## config.mk

```make
export PLATFORM = sky130hd
export DESIGN_NAME = note_scheduler
export DESIGN_NICKNAME = d
export VERILOG_FILES = /design/src/rtl/note_scheduler.sv
export SDC_FILE = /design/constraint.sdc
export NUM_CORES = 1
export LEC_CHECK = 0
export CAP_MARGIN = 20
export CELL_PAD_IN_SITES_DETAIL_PLACEMENT = 1
export CELL_PAD_IN_SITES_GLOBAL_PLACEMENT = 2
export CORE_MARGIN = 1.5
export CORE_UTILIZATION = 39
export CTS_CLUSTER_DIAMETER = 120
export CTS_CLUSTER_SIZE = 24
export DETAILED_ROUTE_END_ITERATION = 7
export PLACE_DENSITY = 0.87
export SETUP_SLACK_MARGIN = 0.5
export SYNTH_ARGS = -nofsm -noshare
export SYNTH_HDL_FRONTEND = slang
export SYNTH_SLANG_ARGS = --single-unit
```

## constraint.sdc

```tcl
create_clock -name clk -period 6.22 [get_ports clk]
set_input_delay 0.933 -clock clk [delete_from_list [all_inputs] [get_ports clk]]
set_output_delay 0.933 -clock clk [all_outputs]
set_load 0.02 [all_outputs]
```

## src/rtl/note_scheduler.sv

```systemverilog
// Rhythm-game note sequencer: walks a chart ROM one step at a time, keeps a small
// aging queue of in-flight notes, and presents the oldest note to the hit judge.
module note_scheduler #(
  parameter int DEPTH    = 4,
  parameter int CHART_AW = 8
) (
  input  logic                clk,
  input  logic                rst,
  input  logic                start,
  input  logic                step_tick,
  output logic [CHART_AW-1:0] chart_addr,
  input  logic [1:0]          chart_data,
  input  logic                delete_note,
  output logic                node_R,
  output logic                node_B,
  output logic [2:0]          offset,
  output logic                miss,
  output logic                playing,
  output logic                done,
  output logic                overflow
);

  localparam int PW = $clog2(DEPTH);
  localparam int CW = PW + 1;
  localparam logic [CHART_AW-1:0] LAST_ADDR = {CHART_AW{1'b1}};

  typedef enum logic [1:0] {IDLE, PLAY, DRAIN, DONE} state_t;

  state_t              state_q, state_d;
  logic [CHART_AW-1:0] addr_q, addr_d;
  logic [PW-1:0]       wrPtr_q, wrPtr_d;
  logic [PW-1:0]       rdPtr_q, rdPtr_d;
  logic [CW-1:0]       count_q, count_d;
  logic                miss_q, miss_d;
  logic                overflow_q, overflow_d;
  logic                lane_q [DEPTH];
  logic                lane_d [DEPTH];
  logic [2:0]          age_q  [DEPTH];
  logic [2:0]          age_d  [DEPTH];

  logic pop;
  logic push;
  logic nonEmpty;
  logic isActive;

  assign nonEmpty = (count_q != '0);
  assign isActive = (state_q == PLAY) || (state_q == DRAIN);

  // Within one step the head is retired first, survivors age, then the chart spawns.
  always_comb begin
    state_d    = state_q;
    addr_d     = addr_q;
    wrPtr_d    = wrPtr_q;
    rdPtr_d    = rdPtr_q;
    count_d    = count_q;
    miss_d     = 1'b0;
    overflow_d = overflow_q;
    lane_d     = lane_q;
    age_d      = age_q;
    pop        = 1'b0;
    push       = 1'b0;

    case (state_q)
      IDLE, DONE: begin
        if (start) begin
          state_d    = PLAY;
          addr_d     = '0;
          wrPtr_d    = '0;
          rdPtr_d    = '0;
          count_d    = '0;
          overflow_d = 1'b0;
        end
      end
      PLAY, DRAIN: begin
        pop    = nonEmpty && (delete_note || (step_tick && age_q[rdPtr_q] == 3'd7));
        miss_d = nonEmpty && step_tick && !delete_note && (age_q[rdPtr_q] == 3'd7);

        if (step_tick) begin
          for (int i = 0; i < DEPTH; i++) begin
            age_d[i] = (age_q[i] == 3'd7) ? 3'd7 : age_q[i] + 3'd1;
          end
        end

        if (step_tick && state_q == PLAY) begin
          if (chart_data == 2'b11) begin
            state_d = DRAIN;
          end else begin
            if (chart_data != 2'b00) begin
              if ((count_q - CW'(pop)) < CW'(DEPTH)) begin
                push = 1'b1;
              end else begin
                overflow_d = 1'b1;
              end
            end
            if (addr_q == LAST_ADDR) begin
              state_d = DRAIN;
            end else begin
              addr_d = addr_q + 1'b1;
            end
          end
        end

        if (pop) begin
          rdPtr_d = rdPtr_q + 1'b1;
        end
        if (push) begin
          lane_d[wrPtr_q] = chart_data[1];
          age_d[wrPtr_q]  = 3'd0;
          wrPtr_d         = wrPtr_q + 1'b1;
        end
        count_d = count_q - CW'(pop) + CW'(push);

        if (state_q == DRAIN && !nonEmpty) begin
          state_d = DONE;
        end
      end
      default: state_d = IDLE;
    endcase
  end

  always_ff @(posedge clk or posedge rst) begin
    if (rst) begin
      state_q    <= IDLE;
      addr_q     <= '0;
      wrPtr_q    <= '0;
      rdPtr_q    <= '0;
      count_q    <= '0;
      miss_q     <= 1'b0;
      overflow_q <= 1'b0;
      lane_q     <= '{default: 1'b0};
      age_q      <= '{default: 3'd0};
    end else begin
      state_q    <= state_d;
      addr_q     <= addr_d;
      wrPtr_q    <= wrPtr_d;
      rdPtr_q    <= rdPtr_d;
      count_q    <= count_d;
      miss_q     <= miss_d;
      overflow_q <= overflow_d;
      lane_q     <= lane_d;
      age_q      <= age_d;
    end
  end

  // Head presentation is decoded straight from the registers so a pop shows next cycle.
  assign chart_addr = addr_q;
  assign playing    = isActive;
  assign done       = (state_q == DONE);
  assign node_R     = isActive && nonEmpty && !lane_q[rdPtr_q];
  assign node_B     = isActive && nonEmpty && lane_q[rdPtr_q];
  assign offset     = nonEmpty ? age_q[rdPtr_q] : 3'd0;
  assign miss       = miss_q;
  assign overflow   = overflow_q;

endmodule

```

==> results of run 1 <==
metal layers:
metal  up-vias  share of wire [%]
met1       768                 48
li1        762                  -
met3         6                3.3
met5         -                  0
met2        27                 47
met4         0                1.6
state kept, by name, summed over array words and instances (netlist names):
register    cells
lane_q          4
state_q         2
miss            1
wrPtr_q         2
chart_addr      8
overflow        1
rdPtr_q         2
count_q         3
age_q          12
logic make-up (layout without fill, tap and decap cells):
kind of cell | after synthesis | in the layout | share of synthesized area, %
buffers and inverters | 26 | 49 | 6.16
and+or+nand+nor | 61 | 61 | 15.5
DFF | 35 | 35 | 42.2
muxes | 11 | 11 | 8.21
adders and majority gates | 16 | 16 | 9.66
AOI/OAI and AO/OA | 43 | 43 | 13.6
xor gates and xnor gates | 11 | 11 | 4.65
where the power goes:
group	internal [W]	switching [W]	total (W)	leakage, nW
clock network	0.0000869	0.0000841	0.000171	0.0470
logic	0.000280	0.000347	0.000627	0.522
registers	0.000299	0.0000751	0.000374	0.429
total	0.000666	0.000506	0.00117	0.998
final cells by class:
class	instances	area [sq um]	share of cell area, %
Sequential cell	35	876	36.0
Clock inverter	1	5.00	0.206
Timing Repair Buffer	25	245	10.1
Multi-Input combinational cell	142	1070	44.0
Inverter	17	63.8	2.63
Clock buffer	6	82.6	3.40
Tap cell	70	87.6	3.60
cell usage after synthesis (all sizes together), types with 2 or more instances:
library cell  count  area share [%]
nand2            19             3.4
mux2i             2            0.97
xnor2             9             3.8
o21ai             5             1.2
ha               16             9.7
mux4              4             4.5
nor2b             5             1.5
nand3             3            0.72
a21oi            17             4.1
a221oi            8             3.4
buf               8             2.9
inv              17             3.1
a21o              2            0.72
o22ai             6             1.8
nor4              2             1.3
nor3              7             2.2
mux2              5             2.7
dfrtp            35              42
nor2             15             2.8
o2bb2ai           2            0.85
xor2              2            0.85
nand4             2            0.60
nor3b             2            0.97
or3               2            0.60
and2              2            0.60
per-stage QoR:
step	instances	area, sq um	total power, W	worst slack [ns]	util (%)
after floorplan	203	2070	0.000825	3.30	-
final	296	2430	0.00117	2.77	47.6
after detailed placement	289	2340	0.00101	2.46	45.9
after CTS	296	2430	0.00119	2.75	47.6
after global placement	289	2340	0.000992	2.58	45.9
after global routing	296	2430	0.00127	2.55	47.6
worst max-delay path: stages:
cell and delay (ns):
clkdlybuf4s50_1 0.52, a41oi_2 0.26, nor2_2 0.08, ha_1 0.21, ha_1 0.19, xor2_1 0.22
nor4_4 0.78, nand2_1 0.13, mux2_2 0.30
worst max-delay path by stage:
stage,start,to,slack (ns),depth (start not counted)
detailed placement,step_tick,lane_q[2]$_DFFE_PP0P_,2.46,9
global placement,step_tick,lane_q[0]$_DFFE_PP0P_,2.58,9
finish,step_tick,lane_q[2]$_DFFE_PP0P_,2.77,9
CTS,rdPtr_q[0]$_DFFE_PP0P_,lane_q[2]$_DFFE_PP0P_,2.75,9
floorplan,rdPtr_q[1]$_DFFE_PP0P_,count_q[2]$_DFFE_PP0P_,3.30,12
global route,rdPtr_q[0]$_DFFE_PP0P_,lane_q[1]$_DFFE_PP0P_,2.55,9
==> key figures, run 1 <==
Timing
  – Final period util: 55.5%
  – Final setup fails: 0
  – Period minus WS final: 3.45 ns
  – Setup Skew: 0.00595 ns
  – RSZ-0062 raised after global routing: false
  – Hold Vio Cnt, Final: 0
  – Max Slew Vio Count: 0
  – Worst-margin pin slew: 0.823 ns
  – Setup_tns: 0 ns
  – Slew HR: 44.7%
  – Fmax: 0.290 GHz
  – Hold_ws: 0.500 ns

Drt
  – Drt drc: 0
  – Initial drt markers: 54
  – Total number of vias: 1,563
  – Final WL: 4800 microns
  – Vias per cell: 5.28
  – WL/cell: 16.2 microns
  – Detail Route Antenna Nets: 0
  – DR pass1 iterations: 4

GRT
  – Tot GR Track Use: 18.4%
  – Busiest layer in global routing: met2
  – Largest net degree at the start of global routing: 36
  – Met1 Use GR: 23.7%
  – Number of global-route vias before repair: 1,619
  – First-pass GRT wire length: 8240 microns
  – Gr ovfl total: 0
  – Antenna violations before repair: 0
  – GR Layer Usage met2: 30.2%
  – Met3 capacity usage during global routing: 3.86%

Logic synthesis
  – Synth Flop Type: dfrtp_1
  – Yosys reg bits: 35
  – Yosys warns: 0
  – Post-Syn Instances: 203
  – Yosys cell types: 39
  – Mean Syn Cell Area: 10.2 sq um
  – Share of async-settable or async-resettable flops after synthesis: 100%
  – Post-synth design cell area: 2070 sq um
  – Synth Net Count: 226
  – Register area share after synthesis: 42.2%
  – Post-synth EDFFs: 0

Run
  – Max_cap viols: 0

Min path
  – Hold path endpoint: lane_q[3]$_DFFE_PP0P_
  – Hold path depth: 1
  – Hold Path Origin: lane_q[3]$_DFFE_PP0P_
  – Worst Hold Class: flop to flop

Die
  – Die Wd: 75.9 microns
  – Initial Util: 40.6%
  – Die height: 75.9 microns
  – Io pins: 24
  – Core area: 5110 sq um
  – Row cnt: 26
  – Die area: 5760 sq um

Critical path
  – Reg2Reg Depth: 9
  – Reg2Reg Launch Point: rdPtr_q[0]$_DFFE_PP0P_
  – CP Data Required Time: 6.40 ns
  – Crit Path Category: input port to flop
  – Reg2reg end: lane_q[2]$_DFFE_PP0P_
  – Worst setup SP type: input port
  – CP endpoint kind: flop
  – Worst Path Max Fanout: 16
  – Critical path arrival: 3.63 ns
  – R2R setup slack: 2.78 ns

Clock network
  – Clock Pin Slew Worst Setup and Hold Paths: 0.07 ns
  – CTS Buffer Depth: 2
  – H-tree levels: 2
  – Post-CTS resize count: 0
  – TritonCTS Buffers: 5
  – Clock Sinks: 35
  – Hold-fix buffers, CTS: 0
  – Skew-Pair Late Insertion Delay: 0.29 ns
  – Post CTS Setup Buffer Count: 0
  – CTS root buffer: clkbuf_8
  – CTS tree: done

Finish
  – Antenna diodes: 0
  – FILL cells: 596
  – Most common cell after layout, fill and taps aside: dfrtp_1
  – Layout cell share with drive strength beyond 1: 9.73%
  – Synth-to-Final Area Change: 17.2%
  – Most frequent cells in the layout: dfrtp_1 (35), clkdlybuf4s50_1 (23), nand2_1 (19)
  – Nets: 249

Power and ir drop
  – Pwr dens: 482 nW/um^2
  – Leakage: 0.998 nW
  – Maximum VDD drop: 317 uV

Status
  – Status: completed

Placed design
  – GPL Wtd Cong: 0.732
  – Number of port buffers: 23
  – HPWL after detailed placement: 3510 microns
No activity file was read; power rests on OpenSTA's default activity.
==> run 2: changes to the inputs <==
--- a/config.mk
+++ b/config.mk
@@ -9,11 +9,11 @@
 export CELL_PAD_IN_SITES_DETAIL_PLACEMENT = 1
 export CELL_PAD_IN_SITES_GLOBAL_PLACEMENT = 2
 export CORE_MARGIN = 1.5
-export CORE_UTILIZATION = 39
+export CORE_UTILIZATION = 36
 export CTS_CLUSTER_DIAMETER = 120
 export CTS_CLUSTER_SIZE = 24
 export DETAILED_ROUTE_END_ITERATION = 7
-export PLACE_DENSITY = 0.87
+export PLACE_DENSITY = 0.81
 export SETUP_SLACK_MARGIN = 0.5
 export SYNTH_ARGS = -nofsm -noshare
 export SYNTH_HDL_FRONTEND = slang
==> constraint.sdc (replaced) <==
create_clock -name clk -period 3.5 [get_ports clk]
set_input_delay 0.525 -clock clk [delete_from_list [all_inputs] [get_ports clk]]
set_output_delay 0.525 -clock clk [all_outputs]
set_load 0.02 [all_outputs]
==> run 2 against run 1 <==
Net effect:
- non-clock buffer count grew 14
- clock skew decreased by 0.0016 ns
- sequential cell count did not move
- critical path depth rose by 2
- clock-buffer cell count stayed put
- wire length grew 12%
- combinational power increased by 98%
- critical path type is now flop to flop
==> key figures, run 2 (synthesis results as in run 1) <==
Critical path
  – Reg2Reg Launch Point: rdPtr_q[0]$_DFFE_PP0P_
  – Worst setup SP type: flop
  – Worst Path Max Fanout: 7
  – Delay of the slowest cell on the worst path: 0.58 ns
  – Critical path arrival: 3.00 ns
  – Crit Path Category: flop to flop
  – CP max-delay cell: mux4_2
  – Most Frequent Cell on Critical Path: ha_1
  – CP Data Required Time: 3.65 ns
  – Setup crit start: rdPtr_q[0]$_DFFE_PP0P_
  – Critical-path cell list: mux4_2 > a41oi_4 > nor2_2 > ha_1 > ha_2 > xor2_4 > nor3_4 > ha_1 > ha_1 > xnor2_1 > o22ai_1
  – CP endpoint kind: flop

Die
  – Io pins: 24
  – Row cnt: 27
  – Initial Util: 37.4%
  – Core area: 5540 sq um
  – Die Wd: 78.9 microns
  – Die height: 78.9 microns
  – Die area: 6220 sq um

Timing
  – Max Slew Vio Count: 0
  – Slew HR: 42.8%
  – RSZ-0062 raised after global routing: false
  – Period minus WS final: 2.86 ns
  – Final setup fails: 0
  – Hold Vio Cnt, Final: 0
  – Fmax: 0.350 GHz
  – Setup_tns: 0 ns
  – Worst-margin pin slew: 0.857 ns
  – Setup Skew: 0.00432 ns
  – Final period util: 81.6%

Finish
  – Final cell count without fillers: 312
  – Most common cell after layout, fill and taps aside: dfrtp_1
  – Layout cell share with drive strength beyond 1: 17.1%
  – Max reg flops: 12
  – Most frequent cells in the layout: dfrtp_1 (33), clkdlybuf4s50_1 (23), nand2_1 (19)
  – Util after Layout: 46.6%
  – Nets: 263
  – Most flops, register: age_q
  – Synth-to-Final Area Change: 24.6%
  – Final Instance Area: 2580 sq um
  – Antenna diodes: 0

Status
  – Status: completed

Placed design
  – Placed cell area: 2400 sq um
  – Number of port buffers: 23
  – HPWL after detailed placement: 3800 microns
  – Cells after DPL: 298
  – GPL Wtd Cong: 0.762

GRT
  – Antenna violations before repair: 0
  – First-pass GRT wire length: 8850 microns
  – Largest net degree at the start of global routing: 36
  – Number of global-route vias before repair: 1,736
  – Tot GR Track Use: 18.9%
  – Gr ovfl total: 0

Clock network
  – CTS tree: done
  – CTS Buffer Depth: 2
  – Clock Sinks: 35
  – Skew-Pair Late Insertion Delay: 0.29 ns
  – Clock Pin Slew Worst Setup and Hold Paths: 0.07 ns
  – TritonCTS Buffers: 5
  – CTS root buffer: clkbuf_8
  – H-tree levels: 2
  – Hold-fix buffers, CTS: 0

Min path
  – Worst Hold Class: flop to flop
  – Hold Path Origin: lane_q[0]$_DFFE_PP0P_

Power and ir drop
  – Leakage: 1.07 nW
  – Maximum VDD drop: 392 uV
  – Pwr dens: 863 nW/um^2

Drt
  – WL/cell: 17.2 microns
  – Initial drt markers: 91
  – Vias per cell: 5.35
  – Drt drc: 0
  – Final WL: 5350 microns
  – Total number of vias: 1,668
  – DR pass1 iterations: 4
  – Detail Route Antenna Nets: 0

Run
  – Max_cap viols: 0
[run 2: worst max-delay path: cells and delay by family (launching register included)]
| kind | cells | cell delay, ns |
|---|---|---|
| xor+xnor | 2 | 0.38 |
| flops | 1 | 0.45 |
| mux | 1 | 0.58 |
| fa+ha+maj | 4 | 0.80 |
| compound gates | 2 | 0.36 |
| simple gates | 2 | 0.15 |
[run 2: final cells by class]
type	count	area, sq um
Tap cell	72	90.1
Fill cell	636	2960
Clock buffer	6	82.6
Inverter	17	63.8
Sequential cell	35	878
Multi-Input combinational cell	142	1110
Timing Repair Buffer	39	350
Clock inverter	1	5.00
[run 2: per-layer routing]
layer	routed length [microns]	global-route usage (%)	share of wire, %	vias up
met4	68	6.49	1.3	0
met5	0	0	0	-
li1	-	-	-	786
met2	2620	30.3	49	22
met1	2550	25.0	48	854
met3	114	4.37	2.1	6
[run 2: through the flow]
stage | total power [W] | setup slack [ns] | hold WS (ns)
floorplan | 0.00147 | 0.583 | 0.470
global placement | 0.00180 | 0.428 | 0.487
detailed placement | 0.00184 | 0.261 | 0.495
CTS | 0.00217 | 0.484 | 0.511
global route | 0.00241 | 0.479 | 0.535
finish | 0.00223 | 0.644 | 0.513
[run 2: final timing paths]
kind,end,slack (ns),cells after the start
setup / recovery,count_q[2]$_DFFE_PP0P_,0.64,11
hold / removal,lane_q[0]$_DFFE_PP0P_,0.51,1
setup reg to reg,count_q[2]$_DFFE_PP0P_,0.64,11
hold reg to reg,lane_q[0]$_DFFE_PP0P_,0.51,1
max in group asynchronous,rdPtr_q[0]$_DFFE_PP0P_,2.50,3
min in group asynchronous,chart_addr[6]$_DFFE_PP0P_,0.64,3
[run 2: where the power goes]
| group | internal, W | total, W | switching (W) |
|---|---|---|---|
| clock network | 0.000155 | 0.000307 | 0.000152 |
| registers | 0.000533 | 0.000679 | 0.000146 |
| logic | 0.000577 | 0.00124 | 0.000666 |
[run 2: timing repair]
action / 4_1_cts / 5_1_grt
setup endpoints to repair: 16 / 7
buffers inserted: 2 / 5
hold endpoints to repair: 0 / 0
gates resized for setup: 3 / 5
pin swaps: 1 / 1
==> run 3: changes to the inputs <==
==> constraint.sdc (replaced) <==
create_clock -name clk -period 2.79 [get_ports clk]
set_input_delay 0.4185 -clock clk [delete_from_list [all_inputs] [get_ports clk]]
set_output_delay 0.4185 -clock clk [all_outputs]
set_load 0.02 [all_outputs]
==> run 3 against run 2 <==
Net effect:
- clock power grew 35%
- combinational power grew 66%
- critical path depth is the same
- die area is the same
- critical endpoint is now age_q[9]$_DFFE_PP0N_
- largest cell class unchanged
- core utilization grew 6.7 points
- design area grew 14%
- wire length grew 9.4%
- global-route usage grew 1.3 points
==> key figures, run 3 (synthesis results as in run 1) <==
Min path
  – Hold path depth: 1
  – Hold Path Origin: lane_q[0]$_DFFE_PP0P_
  – Worst Hold Class: flop to flop
  – Hold path endpoint: lane_q[0]$_DFFE_PP0P_

Drt
  – Total number of vias: 1,706
  – Initial drt markers: 62
  – Drt drc: 0
  – DR pass1 iterations: 4
  – WL/cell: 17.8 microns
  – Vias per cell: 5.20
  – Final WL: 5850 microns
  – Detail Route Antenna Nets: 0

Clock network
  – Clock Sinks: 35
  – Clock Pin Slew Worst Setup and Hold Paths: 0.07 ns
  – TritonCTS Buffers: 5
  – H-tree levels: 2
  – CTS tree: done
  – CTS root buffer: clkbuf_8
  – Skew-Pair Late Insertion Delay: 0.29 ns
  – CTS Buffer Depth: 2

Power and ir drop
  – Overall power: 0.00332 W
  – Maximum VDD drop: 444 uV
  – Pwr dens: 1120 nW/um^2
  – Leakage: 1.22 nW

Finish
  – Nets: 278
  – Final Instance Area: 2950 sq um
  – Max reg flops: 12
  – Most flops, register: age_q
  – Multi-input logic area: 1290 sq um
  – Most frequent cells in the layout: dfrtp_1 (34), buf_4 (19), clkdlybuf4s50_1 (17)
  – Synth-to-Final Area Change: 42.5%
  – Antenna diodes: 0
  – Layout cell share with drive strength beyond 1: 33.2%
  – Most common cell after layout, fill and taps aside: dfrtp_1
  – FILL cells: 631
  – FF+latch area: 877 sq um

Critical path
  – Reg2Reg Depth: 11
  – Most Frequent Cell on Critical Path: buf_12
  – CP endpoint kind: flop
  – Buffers & Inverters on Critical Path: 3
  – Crit Path Category: flop to flop
  – CP Data Required Time: 2.99 ns
  – R2R setup slack: 0.06 ns
  – Reg2reg end: age_q[9]$_DFFE_PP0N_
  – Reg2Reg Launch Point: rdPtr_q[0]$_DFFE_PP0P_
  – Critical-path cell list: mux4_2 > a41oi_4 > nor2_2 > ha_2 > ha_4 > xor2_4 > nor4_4 > buf_6 > buf_12 > buf_12 > a221oi_2
  – Delay of the slowest cell on the worst path: 0.57 ns
  – Largest delay share family, worst path: multiplexers
  – Critical path arrival: 2.93 ns
  – Worst Path Max Fanout: 6
  – Worst setup SP type: flop
  – CP max-delay cell: mux4_2

Die
  – Core area: 5540 sq um
  – Die area: 6220 sq um
  – Initial Util: 37.4%
  – Die Wd: 78.9 microns
  – Io pins: 24
  – Row cnt: 27
  – Die height: 78.9 microns

Run
  – Max_cap viols: 0

Timing
  – Slew HR: 64.2%
  – Hold Vio Cnt, Final: 0
  – RSZ-0062 raised after global routing: true
  – Setup_tns: 0 ns
  – Fmax: 0.366 GHz
  – Final setup fails: 0
  – Worst-margin pin slew: 0.533 ns
  – Hold_ws: 0.514 ns
  – Period minus WS final: 2.73 ns
  – Final period util: 98.0%
  – Setup Skew: 0.00370 ns
  – Max Slew Vio Count: 0

GRT
  – Tot GR Track Use: 20.1%
  – First-pass GRT wire length: 9440 microns
  – Gr ovfl total: 0
  – Largest net degree at the start of global routing: 36
  – Antenna violations before repair: 0
  – Number of global-route vias before repair: 1,832

Placed design
  – HPWL after detailed placement: 3780 microns
  – Number of port buffers: 23
  – GPL Wtd Cong: 0.797
  – Placed cell area: 2520 sq um

Status
  – Status: completed
## run 3: cell types whose count changed in the layout (fill, tap and decap cells not counted), sizes merged
cell / change
buf: +17
clkdlybuf4s50: -6
clkinv: -1
dlygate4sd2: +4
clkbuf: +2
## run 3: layout make-up
class,instances,area share (%)
clock buffer,8,3.39
inverter,17,2.16
multi-input combinational,142,43.7
sequential,35,29.7
tap,72,3.05
timing repair buffer,54,18.0
## run 3: per-stage QoR
| stage | worst slack, ns | util, % | std cells |
|---|---|---|---|
| 2_1_floorplan | 0.120 | - | 203 |
| 3_3_place_gp | 0.0777 | 45.6 | 302 |
| 3_5_place_dp | -0.0176 | 45.6 | 302 |
| 4_1_cts | 0.0682 | 50.8 | 324 |
| 5_1_grt | -0.0579 | 53.3 | 328 |
| 6_report | 0.0562 | 53.3 | 328 |
## run 3: power by group
part	internal, W	total (W)	switching (W)
Clock	0.000226	0.000413	0.000188
Combinational	0.00102	0.00206	0.00104
Sequential	0.000668	0.000844	0.000176
## run 3: how the worst max path moves through the flow
stage / from / to / slack (ns) / depth (start not counted)
finish: rdPtr_q[0]$_DFFE_PP0P_ / age_q[9]$_DFFE_PP0N_ / 0.06 / 11
global route: rdPtr_q[0]$_DFFE_PP0P_ / lane_q[3]$_DFFE_PP0P_ / -0.06 / 10
CTS: rdPtr_q[0]$_DFFE_PP0P_ / lane_q[3]$_DFFE_PP0P_ / 0.07 / 10
detailed placement: rdPtr_q[0]$_DFFE_PP0P_ / count_q[2]$_DFFE_PP0P_ / -0.02 / 11
global placement: rdPtr_q[0]$_DFFE_PP0P_ / count_q[2]$_DFFE_PP0P_ / 0.08 / 11
floorplan: rdPtr_q[0]$_DFFE_PP0P_ / count_q[2]$_DFFE_PP0P_ / 0.12 / 12
## run 3: timing repair
item / in CTS / in global routing
setup buffers: 13 / 4
gates resized for setup: 27 / 24
endpoints found under the setup margin: 28 / 25
pin swaps: 7 / 13
hold buffers: 0 / 0
cloned: 1 / 0
## run 3: routing by layer
metal	up-vias	share of wire, %	global-route usage, %
met4	0	0.77	4.74
li1	815	-	-
met5	-	0	0
met2	24	53	36.9
met1	862	44	24.3
met3	5	2.5	3.79
